<file path="config.mk">
export PLATFORM = sky130hd
export DESIGN_NAME = uart_formatter_gen
export DESIGN_NICKNAME = d
export VERILOG_FILES = /design/src/rtl/uart_fmt_pkg.sv /design/src/rtl/bin2bcd_seq.sv /design/src/rtl/uart_formatter_gen.sv
export SDC_FILE = /design/constraint.sdc
export NUM_CORES = 1
export LEC_CHECK = 0
export BUFFER_PORTS_ARGS = -buffer_cell sky130_fd_sc_hd__buf_2
export CORE_MARGIN = 1.5
export CORE_UTILIZATION = 36
export DETAILED_ROUTE_END_ITERATION = 6
export GPL_TIMING_DRIVEN = 1
export PLACE_DENSITY = 0.59
export RECOVER_POWER = 50
export SYNTH_ARGS = -nofsm -noshare
export SYNTH_HDL_FRONTEND = slang
export SYNTH_SLANG_ARGS = --single-unit
</file>
<file path="constraint.sdc">
create_clock -name clk -period 2.4 [get_ports clk]
set_clock_uncertainty 0.1 [all_clocks]
set_input_delay 0.36 -clock clk [delete_from_list [all_inputs] [get_ports clk]]
set_output_delay 0.36 -clock clk [all_outputs]
set_load 0.01 [all_outputs]
</file>
<file path="src/rtl/uart_fmt_pkg.sv">
// uart_fmt_pkg
// Shared definitions for the UART line formatter: FSM state encoding,
// ASCII constants and the channel-ID to type/unit character maps.
// No ports (package).
package uart_fmt_pkg;

  typedef enum logic [3:0] {
    S_IDLE        = 4'd0,
    S_CONVERT     = 4'd1,
    S_SEND_TYPE   = 4'd2,
    S_SEND_COLON  = 4'd3,
    S_SEND_SIGN   = 4'd4,
    S_SEND_DIGITS = 4'd5,
    S_SEND_UNIT   = 4'd6,
    S_SEND_CR     = 4'd7,
    S_SEND_LF     = 4'd8
  } state_t;

  localparam logic [7:0] COLON = 8'h3A;
  localparam logic [7:0] CR    = 8'h0D;
  localparam logic [7:0] LF    = 8'h0A;
  localparam logic [7:0] PLUS  = 8'h2B;
  localparam logic [7:0] MINUS = 8'h2D;
  localparam logic [7:0] STAR  = 8'h2A;
  localparam logic [7:0] ZERO  = 8'h30;
  localparam logic [7:0] SPACE = 8'h20;
  localparam logic [7:0] QMARK = 8'h3F;

  // Type character leading each line: V, T, B, A, R, else '?'.
  function automatic logic [7:0] id_to_type_char(input logic [31:0] id);
    logic [7:0] c;
    case (id)
      32'd0:   c = 8'h56;
      32'd1:   c = 8'h54;
      32'd2:   c = 8'h42;
      32'd3:   c = 8'h41;
      32'd4:   c = 8'h52;
      default: c = QMARK;
    endcase
    return c;
  endfunction

  // Unit character trailing the digits: m, C, #, #, s, else space.
  function automatic logic [7:0] id_to_unit_char(input logic [31:0] id);
    logic [7:0] c;
    case (id)
      32'd0:   c = 8'h6D;
      32'd1:   c = 8'h43;
      32'd2:   c = 8'h23;
      32'd3:   c = 8'h23;
      32'd4:   c = 8'h73;
      default: c = SPACE;
    endcase
    return c;
  endfunction

endpackage

</file>
<file path="src/rtl/bin2bcd_seq.sv">
// bin2bcd_seq
// Iterative double-dabble (shift-add-3) converter, one input bit per cycle.
// Ports:
//   clk, reset : clock, synchronous active-high reset
//   start      : load bin and begin a conversion (ignored otherwise)
//   bin        : unsigned binary input, sampled on start
//   busy       : conversion in progress
//   done       : 1-cycle pulse during the final shift; bcd/ovf are final
//                after that clock edge
//   bcd        : NUM_DIGITS packed BCD digits, most significant at the top
//   ovf        : sticky, set when a 1 shifts out of the top BCD digit
module bin2bcd_seq #(
  parameter int DATA_W     = 16,
  parameter int NUM_DIGITS = 5
) (
  input  logic                    clk,
  input  logic                    reset,
  input  logic                    start,
  input  logic [DATA_W-1:0]       bin,
  output logic                    busy,
  output logic                    done,
  output logic [4*NUM_DIGITS-1:0] bcd,
  output logic                    ovf
);

  localparam int BCD_W = 4 * NUM_DIGITS;

  logic [DATA_W-1:0] sr_q, sr_d;
  logic [BCD_W-1:0]  bcd_q, bcd_d;
  logic [BCD_W-1:0]  adj;
  logic              ovf_q, ovf_d;
  logic              busy_q, busy_d;
  logic [5:0]        cnt_q, cnt_d;

  // Add 3 to every digit >= 5 before the shift so it carries correctly.
  always_comb begin
    adj = bcd_q;
    for (int i = 0; i < NUM_DIGITS; i++) begin
      if (bcd_q[4*i +: 4] >= 4'd5) adj[4*i +: 4] = bcd_q[4*i +: 4] + 4'd3;
    end
  end

  assign done = busy_q && (cnt_q == 6'(DATA_W - 1));

  always_comb begin
    sr_d   = sr_q;
    bcd_d  = bcd_q;
    ovf_d  = ovf_q;
    busy_d = busy_q;
    cnt_d  = cnt_q;
    if (start) begin
      sr_d   = bin;
      bcd_d  = '0;
      ovf_d  = 1'b0;
      busy_d = 1'b1;
      cnt_d  = '0;
    end else if (busy_q) begin
      bcd_d = {adj[BCD_W-2:0], sr_q[DATA_W-1]};
      sr_d  = {sr_q[DATA_W-2:0], 1'b0};
      // Top bit leaving the BCD register means value >= 10^NUM_DIGITS.
      ovf_d = ovf_q | adj[BCD_W-1];
      cnt_d = cnt_q + 6'd1;
      if (done) busy_d = 1'b0;
    end
  end

  always_ff @(posedge clk) begin
    if (reset) begin
      sr_q   <= '0;
      bcd_q  <= '0;
      ovf_q  <= 1'b0;
      busy_q <= 1'b0;
      cnt_q  <= '0;
    end else begin
      sr_q   <= sr_d;
      bcd_q  <= bcd_d;
      ovf_q  <= ovf_d;
      busy_q <= busy_d;
      cnt_q  <= cnt_d;
    end
  end

  assign busy = busy_q;
  assign bcd  = bcd_q;
  assign ovf  = ovf_q;

endmodule

</file>
<file path="src/rtl/uart_formatter_gen.sv">
// uart_formatter_gen
// Turns one AXI4-Stream sample into an ASCII line on a UART byte stream:
//   <type> ':' [sign] <digits> <unit> CR LF
// Decimal (unsigned or signed) or hex, with '*' digits on decimal overflow.
// Ports:
//   clk, reset     : clock, synchronous active-high reset
//   s_axis_tdata   : sample, only [DATA_W-1:0] used
//   s_axis_tid     : channel ID, picks type and unit characters
//   s_axis_tuser   : [0] signed decimal, [1] hex (hex wins)
//   s_axis_tvalid  : sample valid
//   s_axis_tready  : high only while idle
//   uart_tdata     : ASCII byte (space while idle)
//   uart_tvalid    : byte valid
//   uart_tready    : UART accepts byte
//   busy           : formatter not idle
// Handshake rule (both interfaces): a transfer happens on a clock edge where
// valid and ready are both high; a producer holds valid and data stable
// until that edge, and valid never depends on ready.
module uart_formatter_gen
  import uart_fmt_pkg::*;
#(
  parameter int DATA_W     = 16,
  parameter int NUM_DIGITS = 5,
  parameter int ID_W       = 3
) (
  input  logic            clk,
  input  logic            reset,
  input  logic [31:0]     s_axis_tdata,
  input  logic [ID_W-1:0] s_axis_tid,
  input  logic [1:0]      s_axis_tuser,
  input  logic            s_axis_tvalid,
  output logic            s_axis_tready,
  output logic [7:0]      uart_tdata,
  output logic            uart_tvalid,
  input  logic            uart_tready,
  output logic            busy
);

  localparam int HEX_DIGITS = (DATA_W + 3) / 4;
  localparam int HEX_W      = 4 * HEX_DIGITS;
  localparam int BCD_W      = 4 * NUM_DIGITS;

  state_t            state_q, state_d;
  logic [3:0]        idx_q, idx_d;
  logic [DATA_W-1:0] mag_q, mag_d;
  logic              neg_q, neg_d;
  logic              sgn_q, sgn_d;   // signed decimal: sign byte is sent
  logic              hex_q, hex_d;
  logic [7:0]        type_q, type_d;
  logic [7:0]        unit_q, unit_d;

  logic [DATA_W-1:0] in_data, in_mag;
  logic              in_neg, accept, cvt_start, hs;
  logic              cvt_done, cvt_ovf, cvt_unused_busy;
  logic [BCD_W-1:0]  cvt_bcd, bcd_sh;
  logic [HEX_W-1:0]  hex_sh;
  logic [3:0]        dec_nib, hex_nib, last_idx;
  logic [7:0]        digit_char;

  if (DATA_W < 32) begin : g_hi
    logic unused_hi;
    assign unused_hi = ^s_axis_tdata[31:DATA_W];
  end

  assign s_axis_tready = (state_q == S_IDLE);
  assign busy          = (state_q != S_IDLE);
  assign accept        = s_axis_tvalid && s_axis_tready;
  assign hs            = uart_tvalid && uart_tready;

  // Magnitude in DATA_W unsigned bits; the most negative value maps to
  // 2^(DATA_W-1) exactly.
  always_comb begin
    in_data = s_axis_tdata[DATA_W-1:0];
    in_neg  = s_axis_tuser[0] && !s_axis_tuser[1] && in_data[DATA_W-1];
    in_mag  = in_neg ? ('0 - in_data) : in_data;
  end

  // The converter loads on the accept edge so decimal conversion fits in
  // DATA_W cycles of CONVERT.
  assign cvt_start = accept && !s_axis_tuser[1];

  bin2bcd_seq #(
    .DATA_W    (DATA_W),
    .NUM_DIGITS(NUM_DIGITS)
  ) u_bcd (
    .clk  (clk),
    .reset(reset),
    .start(cvt_start),
    .bin  (in_mag),
    .busy (cvt_unused_busy),
    .done (cvt_done),
    .bcd  (cvt_bcd),
    .ovf  (cvt_ovf)
  );

  // Digit selection, most significant digit at index 0.
  always_comb begin
    bcd_sh  = cvt_bcd >> (4 * (NUM_DIGITS - 1 - int'(idx_q)));
    hex_sh  = HEX_W'(mag_q) >> (4 * (HEX_DIGITS - 1 - int'(idx_q)));
    dec_nib = bcd_sh[3:0];
    hex_nib = hex_sh[3:0];
    if (hex_q) begin
      digit_char = (hex_nib < 4'd10) ? (ZERO + {4'h0, hex_nib})
                                     : (8'h37 + {4'h0, hex_nib});
    end else if (cvt_ovf) begin
      digit_char = STAR;
    end else begin
      digit_char = ZERO + {4'h0, dec_nib};
    end
  end

  assign last_idx = hex_q ? 4'(HEX_DIGITS - 1) : 4'(NUM_DIGITS - 1);

  // Output byte is a pure function of state, index and latches, so it stays
  // stable while the UART stalls.
  always_comb begin
    uart_tvalid = 1'b1;
    uart_tdata  = SPACE;
    case (state_q)
      S_SEND_TYPE:   uart_tdata = type_q;
      S_SEND_COLON:  uart_tdata = COLON;
      S_SEND_SIGN:   uart_tdata = neg_q ? MINUS : PLUS;
      S_SEND_DIGITS: uart_tdata = digit_char;
      S_SEND_UNIT:   uart_tdata = unit_q;
      S_SEND_CR:     uart_tdata = CR;
      S_SEND_LF:     uart_tdata = LF;
      default:       uart_tvalid = 1'b0;
    endcase
  end

  always_comb begin
    state_d = state_q;
    idx_d   = idx_q;
    mag_d   = mag_q;
    neg_d   = neg_q;
    sgn_d   = sgn_q;
    hex_d   = hex_q;
    type_d  = type_q;
    unit_d  = unit_q;
    case (state_q)
      S_IDLE: begin
        if (accept) begin
          mag_d   = in_mag;
          neg_d   = in_neg;
          sgn_d   = s_axis_tuser[0] && !s_axis_tuser[1];
          hex_d   = s_axis_tuser[1];
          type_d  = id_to_type_char(32'(s_axis_tid));
          unit_d  = id_to_unit_char(32'(s_axis_tid));
          idx_d   = '0;
          state_d = S_CONVERT;
        end
      end
      S_CONVERT:    if (hex_q || cvt_done) state_d = S_SEND_TYPE;
      S_SEND_TYPE:  if (hs) state_d = S_SEND_COLON;
      S_SEND_COLON: begin
        if (hs) begin
          idx_d   = '0;
          state_d = sgn_q ? S_SEND_SIGN : S_SEND_DIGITS;
        end
      end
      S_SEND_SIGN:  if (hs) state_d = S_SEND_DIGITS;
      S_SEND_DIGITS: begin
        if (hs) begin
          if (idx_q == last_idx) state_d = S_SEND_UNIT;
          else                   idx_d   = idx_q + 4'd1;
        end
      end
      S_SEND_UNIT:  if (hs) state_d = S_SEND_CR;
      S_SEND_CR:    if (hs) state_d = S_SEND_LF;
      S_SEND_LF:    if (hs) state_d = S_IDLE;
      default:      state_d = S_IDLE;
    endcase
  end

  always_ff @(posedge clk) begin
    if (reset) begin
      state_q <= S_IDLE;
      idx_q   <= '0;
      mag_q   <= '0;
      neg_q   <= 1'b0;
      sgn_q   <= 1'b0;
      hex_q   <= 1'b0;
      type_q  <= '0;
      unit_q  <= '0;
    end else begin
      state_q <= state_d;
      idx_q   <= idx_d;
      mag_q   <= mag_d;
      neg_q   <= neg_d;
      sgn_q   <= sgn_d;
      hex_q   <= hex_d;
      type_q  <= type_d;
      unit_q  <= unit_d;
    end
  end

endmodule

</file>
==> out/metrics.cfg <==
[outcome]
status = finished, violations left
violations = setup timing

[pwr]
switching_share_pct = 35.6
p_int_uw = 2960
power.switching_uw = 1640
pwr-share-comb_pct = 35.7
clkPwrFrac_pct = 27.1
seqPwrFrac_pct = 37.2
vdd_drop_max_mv = 0.455
power_leakage_uw = 0.00215
power_density_nw_per_um2 = 782
finalPower_uw = 4600

[floorplan]
rows = 42
initial_core_util_pct = 37.3
die_area_um2 = 14600
io_pins = 52
die-width_um = 121
dieHeight_um = 121
core_um2 = 13400

[clock_network]
clock_sinks = 83
numCtsBuffers = 9
cts_hold_buffers = 0
clock_latency_ps = 340
clockBufferDepth = 2
cts_tree = yes
clkSlewWorstSetupHoldPaths_ps = 60
cts_root_buffer = clkbuf_16
htree_levels = 3

[sta]
clock.fmax_mhz = 390
hold_viol = 0
slew_viol_final = 0
maxSlewHeadroom_pct = 62.6
setup_violations = 7
setup_slack_ps = -165
min_period_ps = 2570
fin_crit_sh_pct = 107
grt_setup_unrepaired = yes
tightest_slew_ps = 560

[critical_path]
worstSetupStartpoint = idx_q[1]
worstPathMaxFanout = 6
critPathCaptureType = output pin
critical_path_arrival_ps = 2110
r2r_cells = 7
required_ps = 1940
regToRegStartpoint = state_q[0]
start_kind = register
path_class = register to output pin
rrSetupSlack_ps = 30
worstReg2RegEnd = u_bcd.sr_q[14]

[placed_design]
dp_hpwl_mm = 8.70
place_area_um2 = 5470
gp_congestion = 0.933
placed_cells = 811
port_buffers = 34
place_ws_ps = -112

[logic_synthesis]
syn-num-nets = 656
ys_seq_elements = 83
netlist_area_um2 = 5000
synth-async-reset-ratio_pct = 0
yosysWarnings = 0
syn_area_per_cell_um2 = 8.32
synthCells = 601
yosysSeqAreaShare_pct = 33.2
ys.flop_type = dfxtp_1
synth_edf_count = 0
synth_cell_types = 72

[grt]
grt_pass1_wl_mm = 20.1
grt_pass1_vias = 4076
overflow = 0
grt_max_degree = 50
antenna_found_initial = 0
grtUsageTotal_pct = 17.2

[worst_hold_path]
holdPathStages = 3
hp-start = s_axis_tdata[0]
hold_class = input port to register
hold_path_end = u_bcd.sr_q[0]

[route]
wl_per_cell_um = 14.8
drtIter0Drc = 266
wl_mm = 12.2
vias = 4420
vias_per_cell = 5.34
drcViolationCount = 0
antenna_left = 0
drt-pass1-iter-count = 5

[layout]
drive_gt1_share_pct = 20.4
mostFrequentLayoutCells = dfxtp_1, nor2_1, nand2_1, a21oi_1, buf_4
nNetsFinal = 704
diodes = 0
syn_to_final_growth_pct = 17.6
final_common_cell = dfxtp_1
seq_area_um2 = 1670
final_area_um2 = 5880
multiInputGateArea_um2 = 3100
nFillCells = 1324
layout.cells.non_filler = 828

[run]
cap_violations = 0

[power by group through the flow]
stage	Clock (uW)	Combinational, uW	Sequential, uW
after floorplan	0	1160	1680
after global placement	0	1580	1720
after detailed placement	0	1590	1730
after CTS	1280	1640	1710
after global routing	1330	1810	1740
final	1250	1640	1710
[state kept, by name, summed over array words and instances, names as in the netlist]
| register | flops |
|---|---|
| u_bcd.bcd | 20 |
| hex_q | 1 |
| idx_q | 4 |
| mag_q | 16 |
| u_bcd.ovf | 1 |
| state_q | 4 |
| u_bcd.sr_q | 16 |
| unit_q | 6 |
| sgn_q | 1 |
| type_q | 6 |
| u_bcd.busy | 1 |
| u_bcd.cnt_q | 6 |
| neg_q | 1 |
[area by class of cell]
| cell class | instances | area share [%] |
|---|---|---|
| Sequential cell | 83 | 28.4 |
| Multi-Input combinational cell | 450 | 52.7 |
| Inverter | 29 | 1.89 |
| Clock buffer | 9 | 3.83 |
| Tap cell | 176 | 3.74 |
| Clock inverter | 5 | 0.553 |
| Timing Repair Buffer | 76 | 8.94 |
[worst max-delay path, stage by stage (launching register included)]
cell	delay, ps
dfxtp_4	410
mux4_2	520
or2_4	310
a221oi_2	240
o22ai_1	120
buf_2	160
[per-stage QoR]
step / setup TNS, ps / utilization (%) / hold WS (ps)
2_1_floorplan: 0 / - / 326
3_3_place_gp: -215 / 40.8 / 344
3_5_place_dp: -446 / 40.8 / 343
4_1_cts: -874 / 43.4 / 192
5_1_grt: -3290 / 43.9 / 212
6_report: -835 / 43.9 / 203
[cell usage after synthesis (14+ instances only)]
library cell / number / area [um2]
o21ai_0: 34 / 170
nor2_1: 60 / 225
dfxtp_1: 83 / 1660
inv_1: 29 / 109
nand2_1: 48 / 180
xnor2_1: 16 / 140
nand2b_1: 16 / 100
mux2i_1: 18 / 180
clkbuf_1: 15 / 56.3
a21oi_1: 48 / 240
a211oi_1: 27 / 203
nand3_1: 22 / 110
ha_1: 14 / 175
[metal layers]
metal	track usage, %	vias up	share of wire, %
met4	6.03	0	1.5
met1	24.1	2063	50
met2	26.3	87	45
met5	0	-	0
met3	3.49	15	4.4
li1	-	2255	-
[what timing repair did]
action,4_1_cts,5_1_grt
resized for setup,27,19
buffers inserted,2,1
setup endpoints to repair,7,7
pin swaps,9,8
[how the worst max path moves through the flow]
stage | end | cells after the start | slack, ps
after floorplan | uart_tdata[2] | 6 | 60
after global placement | uart_tdata[1] | 7 | -60
after detailed placement | uart_tdata[1] | 7 | -110
after CTS | uart_tdata[0] | 6 | -170
after global routing | uart_tdata[1] | 7 | -220
final | uart_tdata[0] | 5 | -170
[kinds of logic after synthesis]
logic type | share of synthesized area [%]
adder cells (fa/ha/maj) | 3.50
other | 0.0750
AND/OR/NAND/NOR | 21.2
flip-flops | 33.2
buffers and inverters | 7.28
XOR/XNOR | 5.08
AO/OA/AOI/OAI | 22.2
multiplexers | 7.43
Power figures use the tool's default switching activity.
